<file path="src/rtl/uart_defs.sv">
`default_nettype none
//------------------------------------------------------------------
// uart_defs : shared UART state encoding and baud divisor math
// Rev 1.0
//------------------------------------------------------------------
package uart_defs;

  typedef enum logic [1:0] {
    ST_IDLE  = 2'd0,
    ST_START = 2'd1,
    ST_DATA  = 2'd2,
    ST_STOP  = 2'd3
  } uart_state_t;

  // Clocks per 16x oversample tick; the receiver uses the same divisor.
  function automatic int calc_m(input int clk_freq, input int baud);
    return clk_freq / (16 * baud);
  endfunction

endpackage
`default_nettype wire

</file>
<file path="src/rtl/uart_baud_tick.sv">
`default_nettype none
//------------------------------------------------------------------
// uart_baud_tick : free-running mod-M counter, one-cycle tick at M-1
// Rev 1.0
//------------------------------------------------------------------
module uart_baud_tick #(
  parameter int M = 10
) (
  input  logic clk,
  input  logic rst,
  input  logic clr,
  output logic tick
);

  localparam int              CW     = (M > 1) ? $clog2(M) : 1;
  localparam logic [CW-1:0]   c_LAST = CW'(M - 1);

  logic [CW-1:0] r_count;

  always_ff @(posedge clk) begin
    if (rst || clr) begin
      r_count <= '0;
    end else if (r_count == c_LAST) begin
      r_count <= '0;
    end else begin
      r_count <= r_count + 1'b1;
    end
  end

  assign tick = (r_count == c_LAST);

endmodule
`default_nettype wire

</file>
<file path="src/rtl/uart_tx_serializer.sv">
`default_nettype none
//------------------------------------------------------------------
// uart_tx_serializer : LSB-first UART transmitter, 16x oversampled
// Rev 1.0
//------------------------------------------------------------------
module uart_tx_serializer
  import uart_defs::*;
#(
  parameter int clk_freq = 50000000,
  parameter int baud     = 19200,
  parameter int DBIT     = 8,
  parameter int SB_TICK  = 16
) (
  input  logic       clk,
  input  logic       rst,
  input  logic       wr,
  input  logic [7:0] din,
  output logic       tx,
  output logic       tx_busy,
  output logic       tx_done_tick
);

  localparam int            M         = calc_m(clk_freq, baud);
  localparam int            SW        = $clog2((SB_TICK > 16) ? SB_TICK : 16);
  localparam logic [SW-1:0] c_S_LAST  = SW'(15);
  localparam logic [SW-1:0] c_S_STOP  = SW'(SB_TICK - 1);
  localparam logic [2:0]    c_N_LAST  = 3'(DBIT - 1);

  generate
    if (M < 1 || DBIT < 5 || DBIT > 8 || SB_TICK < 1) begin : g_bad_cfg
      $error("uart_tx_serializer: invalid parameter configuration");
    end
  endgenerate

  uart_state_t   r_state, w_state_next;
  logic [SW-1:0] r_s, w_s_next;
  logic [2:0]    r_n, w_n_next;
  logic [7:0]    r_sr, w_sr_next;
  logic          r_tx, w_tx_next;
  logic          w_clr, w_tick, w_done;

  uart_baud_tick #(.M(M)) u_baud_tick (
    .clk  (clk),
    .rst  (rst),
    .clr  (w_clr),
    .tick (w_tick)
  );

  always_ff @(posedge clk) begin
    if (rst) begin
      r_state <= ST_IDLE;
      r_s     <= '0;
      r_n     <= '0;
      r_sr    <= '0;
      r_tx    <= 1'b1;
    end else begin
      r_state <= w_state_next;
      r_s     <= w_s_next;
      r_n     <= w_n_next;
      r_sr    <= w_sr_next;
      r_tx    <= w_tx_next;
    end
  end

  always_comb begin
    w_state_next = r_state;
    w_s_next     = r_s;
    w_n_next     = r_n;
    w_sr_next    = r_sr;
    w_clr        = 1'b0;
    w_done       = 1'b0;
    case (r_state)
      ST_IDLE: begin
        if (wr) begin
          w_sr_next    = din;
          w_s_next     = '0;
          w_clr        = 1'b1;
          w_state_next = ST_START;
        end
      end
      ST_START: begin
        if (w_tick) begin
          if (r_s == c_S_LAST) begin
            w_s_next     = '0;
            w_n_next     = '0;
            w_state_next = ST_DATA;
          end else begin
            w_s_next = r_s + 1'b1;
          end
        end
      end
      ST_DATA: begin
        if (w_tick) begin
          if (r_s == c_S_LAST) begin
            w_s_next  = '0;
            w_sr_next = r_sr >> 1;
            if (r_n == c_N_LAST) begin
              w_state_next = ST_STOP;
            end else begin
              w_n_next = r_n + 1'b1;
            end
          end else begin
            w_s_next = r_s + 1'b1;
          end
        end
      end
      ST_STOP: begin
        if (w_tick) begin
          if (r_s == c_S_STOP) begin
            w_done       = 1'b1;
            w_state_next = ST_IDLE;
          end else begin
            w_s_next = r_s + 1'b1;
          end
        end
      end
      default: w_state_next = ST_IDLE;
    endcase

    // Line level is registered from the next state so tx moves with it.
    case (w_state_next)
      ST_START: w_tx_next = 1'b0;
      ST_DATA:  w_tx_next = w_sr_next[0];
      default:  w_tx_next = 1'b1;
    endcase
  end

  assign tx           = r_tx;
  assign tx_busy      = (r_state != ST_IDLE);
  assign tx_done_tick = w_done;

endmodule
`default_nettype wire

</file>
<file path="config.mk">
export PLATFORM = sky130hd
export DESIGN_NAME = uart_tx_serializer
export DESIGN_NICKNAME = d
export VERILOG_FILES = /design/src/rtl/uart_defs.sv /design/src/rtl/uart_baud_tick.sv /design/src/rtl/uart_tx_serializer.sv
export SDC_FILE = /design/constraint.sdc
export NUM_CORES = 1
export LEC_CHECK = 0
export BUFFER_PORTS_ARGS = -buffer_cell sky130_fd_sc_hd__buf_4
export CORE_MARGIN = 2
export CORE_UTILIZATION = 45
export DETAILED_ROUTE_END_ITERATION = 10
export PLACE_DENSITY = 0.68
export SKIP_CTS_REPAIR_TIMING = 1
export SYNTH_ARGS = -nofsm -noshare
export SYNTH_HDL_FRONTEND = slang
export SYNTH_SLANG_ARGS = --single-unit
</file>
<file path="constraint.sdc">
create_clock -name clk -period 2.93 [get_ports clk]
set_clock_uncertainty 0.1 [all_clocks]
set_input_delay 0.7325 -clock clk [delete_from_list [all_inputs] [get_ports clk]]
set_output_delay 0.7325 -clock clk [all_outputs]
set_load 0.1 [all_outputs]
</file>
==> impl_metrics.env <==
export IMPL_rows=20
export IMPL_hold_end="u_baud_tick.r_count[0]"
export IMPL_yosysUniqueCellTypes=45
export IMPL_synth_avg_cell_area_um2=8.79
export IMPL_cts_sinks=26
export IMPL_critPathArrivalTime_ns=1.86
export IMPL_gp_congestion=0.869
export IMPL_setup_violations=0
export IMPL_wl_per_cell_um=13.3
export IMPL_cap_violations=0
export IMPL_synthToLayoutAreaGrowth_pct=9.08
export IMPL_synthAdderAreaFrac_pct=7.86
export IMPL_synth_edf_count=0
export IMPL_crit_chain="ha_1 > and3_2 > nand3_1 > nor2_2 > buf_4"
export IMPL_n_antenna_cell=0
export IMPL_cp_num_buf_inv=1
export IMPL_crit_path_max_fanout=6
export IMPL_cts_root_buf="clkbuf_4"
export IMPL_dp_hpwl_um=2160
export IMPL_synth_seq_cells=26
export IMPL_clk_pin_slew_ns=0.13
export IMPL_ant_nets=0
export IMPL_worst_path_stages=5
export IMPL_routed_wl_um=2890
export IMPL_cts_tree="built"
export IMPL_drcViolationCount=0
export IMPL_die_area_um2=3650
export IMPL_htree_num_levels=1
export IMPL_final_layout_size_suffix_gt1_share_pct=14.4
export IMPL_fin_setup_tns_ns=0
export IMPL_cp_slowest_stage_delay_ns=0.39
export IMPL_synth_top_family_by_area="simple AND/OR/NAND/NOR gates"
export IMPL_swShare_pct=29.5
export IMPL_portBuffers=13
export IMPL_cp_slowest_cell="dfxtp_1"
export IMPL_start_kind="register"
export IMPL_synth_simple_area_share_pct=24.4
export IMPL_viasPerCell=5.58
export IMPL_synthFlopType="dfxtp_1"
export IMPL_cp_end_kind="output pin"
export IMPL_hp_start="u_baud_tick.r_count[0]"
export IMPL_r2r_cells=7
export IMPL_cp_required_ns=2.10
export IMPL_insertion_delay_ns=0.31
export IMPL_ys_warn_count=0
export IMPL_synth_area_um2=1430
export IMPL_seqPwrFrac_pct=57.8
export IMPL_r2r_slack_ns=0.60
export IMPL_ir_drop_v=0.000282
export IMPL_grt_start_max_net_pins=20
export IMPL_grt_pass1_vias=1099
export IMPL_leakagePower_nw=0.627
export IMPL_antenna_found_initial=0
export IMPL_drtPass1Iterations=9
export IMPL_die_x_um=60.4
export IMPL_grt_pass1_wl_um=4740
export IMPL_min_path_cells=1
export IMPL_slew_violations=0
export IMPL_worst_r2r_startpoint="r_state[0]"
export IMPL_start_util_pct=46.9
export IMPL_timing_hold_ws_ns=0.380
export IMPL_dr_total_vias=1217
export IMPL_cellPowerDensity_nw_per_um2=426
export IMPL_fin_crit_ns=2.69
export IMPL_slew_headroom_pct=40.6
export IMPL_netSwitchingPower_mw=0.196
export IMPL_die_h_um=60.4
export IMPL_rsz0062_at_grt="false"
export IMPL_synth_compound_area_share_pct=20.8
export IMPL_synth_fp_nets=183
export IMPL_place_area_um2=1540
export IMPL_grt_usage_pct=17.0
export IMPL_status="complete, no violations"
export IMPL_cp_startpoint="r_s[0]"
export IMPL_p_clk_share_pct=22.0
export IMPL_hold_viol_final=0
export IMPL_cts_buffer_depth=2
export IMPL_fmax_ghz=0.371
export IMPL_synth_xor_area_share_pct=3.67
export IMPL_muxShareOfSynthArea_pct=2.10
export IMPL_final_period_utilization_pct=92.0
export IMPL_hold_path_class="reg -> reg"
export IMPL_critPathKind="reg -> out"
export IMPL_numCtsBuffers=3
export IMPL_p_int_mw=0.469
export IMPL_drt_initial_drc_count=46
export IMPL_synth_cells=163
export IMPL_finalNetCount=196
export IMPL_pwr_share_comb_pct=20.2
export IMPL_async_flop_share_pct=0
export IMPL_critical_path_top_delay_family="simple AND/OR/NAND/NOR gates"
export IMPL_core_area_um2=3050
export IMPL_top_level_ports=14
export IMPL_final_area_um2=1560
export IMPL_timing_worst_slew_pin_value_ns=0.892
export IMPL_overflow=0
export IMPL_rr_endpoint="tx"
export IMPL_synth_yosys_seq_area_share_pct=36.3
## cell usage after synthesis, types with 3 or more instances
library cell,count,area share (%)
nand2_1,6,1.6
and3_1,3,1.3
nand3_1,9,3.1
inv_1,6,1.6
a211oi_1,6,3.1
a22oi_1,6,3.1
a21oi_1,12,4.2
xor2_1,4,2.4
nor3_1,3,1.0
o21ai_0,8,2.8
nor2_1,25,6.6
ha_1,9,7.9
mux2i_1,3,2.1
dfxtp_1,26,36
## power by group through the flow
stage | clock (mW) | sequential, mW | combinational (mW)
global placement | 0 | 0.392 | 0.131
detailed placement | 0 | 0.393 | 0.135
global route | 0.170 | 0.388 | 0.149
finish | 0.146 | 0.385 | 0.135
floorplan | 0 | 0.401 | 0.0975
CTS | 0.155 | 0.385 | 0.135
## sequential cells by signal (all words and copies together), names as in the netlist
register             cells
r_state                  2
tx                       1
r_n                      3
u_baud_tick.r_count      8
r_sr                     8
r_s                      4
## cell usage in the layout, fill, tap and decap left out, types with 2 or more instances in the layout
cell type,Yosys,layout
a211oi_1,6,6
a21oi_1,12,12
a22oi_1,6,6
and3_1,3,3
and3_2,2,2
buf_4,0,13
clkbuf_4,0,3
dfxtp_1,26,26
ha_1,9,9
inv_1,6,6
mux2i_1,3,3
nand2_1,6,6
nand2b_1,2,2
nand3_1,9,9
nand4b_1,2,2
nor2_1,25,24
nor2b_1,2,2
nor3_1,3,3
o21ai_0,8,8
xnor2_1,2,2
xor2_1,4,4
## through the flow
stage / total power [mW] / cells / worst slack, ns / util [%]
floorplan: 0.499 / 163 / 0.354 / -
global placement: 0.523 / 215 / 0.610 / 50.5
detailed placement: 0.528 / 215 / 0.617 / 50.5
CTS: 0.675 / 218 / 0.239 / 51.2
global route: 0.706 / 218 / 0.126 / 51.2
finish: 0.666 / 218 / 0.235 / 51.2
## final cells by class
class                   instances  area, um2
fillers                       289       1490
multi-input cells             126        845
flip-flops and latches         26        520
repair buffers                 13       97.6
well taps                      44       55.1
clock buffers                   3       22.5
inverters                       6       22.5
## cell families after synthesis
kind of cell | count (synthesis)
AOI/OAI and AO/OA | 44
xor gates and xnor gates | 6
adders and majority gates | 9
buffers and inverters | 11
DFF | 26
muxes | 3
and+or+nand+nor | 64
## worst max path at each step
stage	endpoint	slack, ns
finish	tx_done_tick	0.24
floorplan	tx_done_tick	0.35
global placement	tx	0.61
detailed placement	tx_done_tick	0.62
global route	tx_done_tick	0.13
CTS	tx_done_tick	0.24
## per-layer routing
layer	GRT usage (%)	routed length (um)	vias to the layer above	share of wire [%]
li1	-	-	617	-
met4	4.04	21	0	0.73
met2	30.4	1450	32	50
met5	0	0	-	0
met1	20.2	1270	566	44
met3	4.69	150	2	5.2
Note: power is estimated with default switching activity, not from simulation.
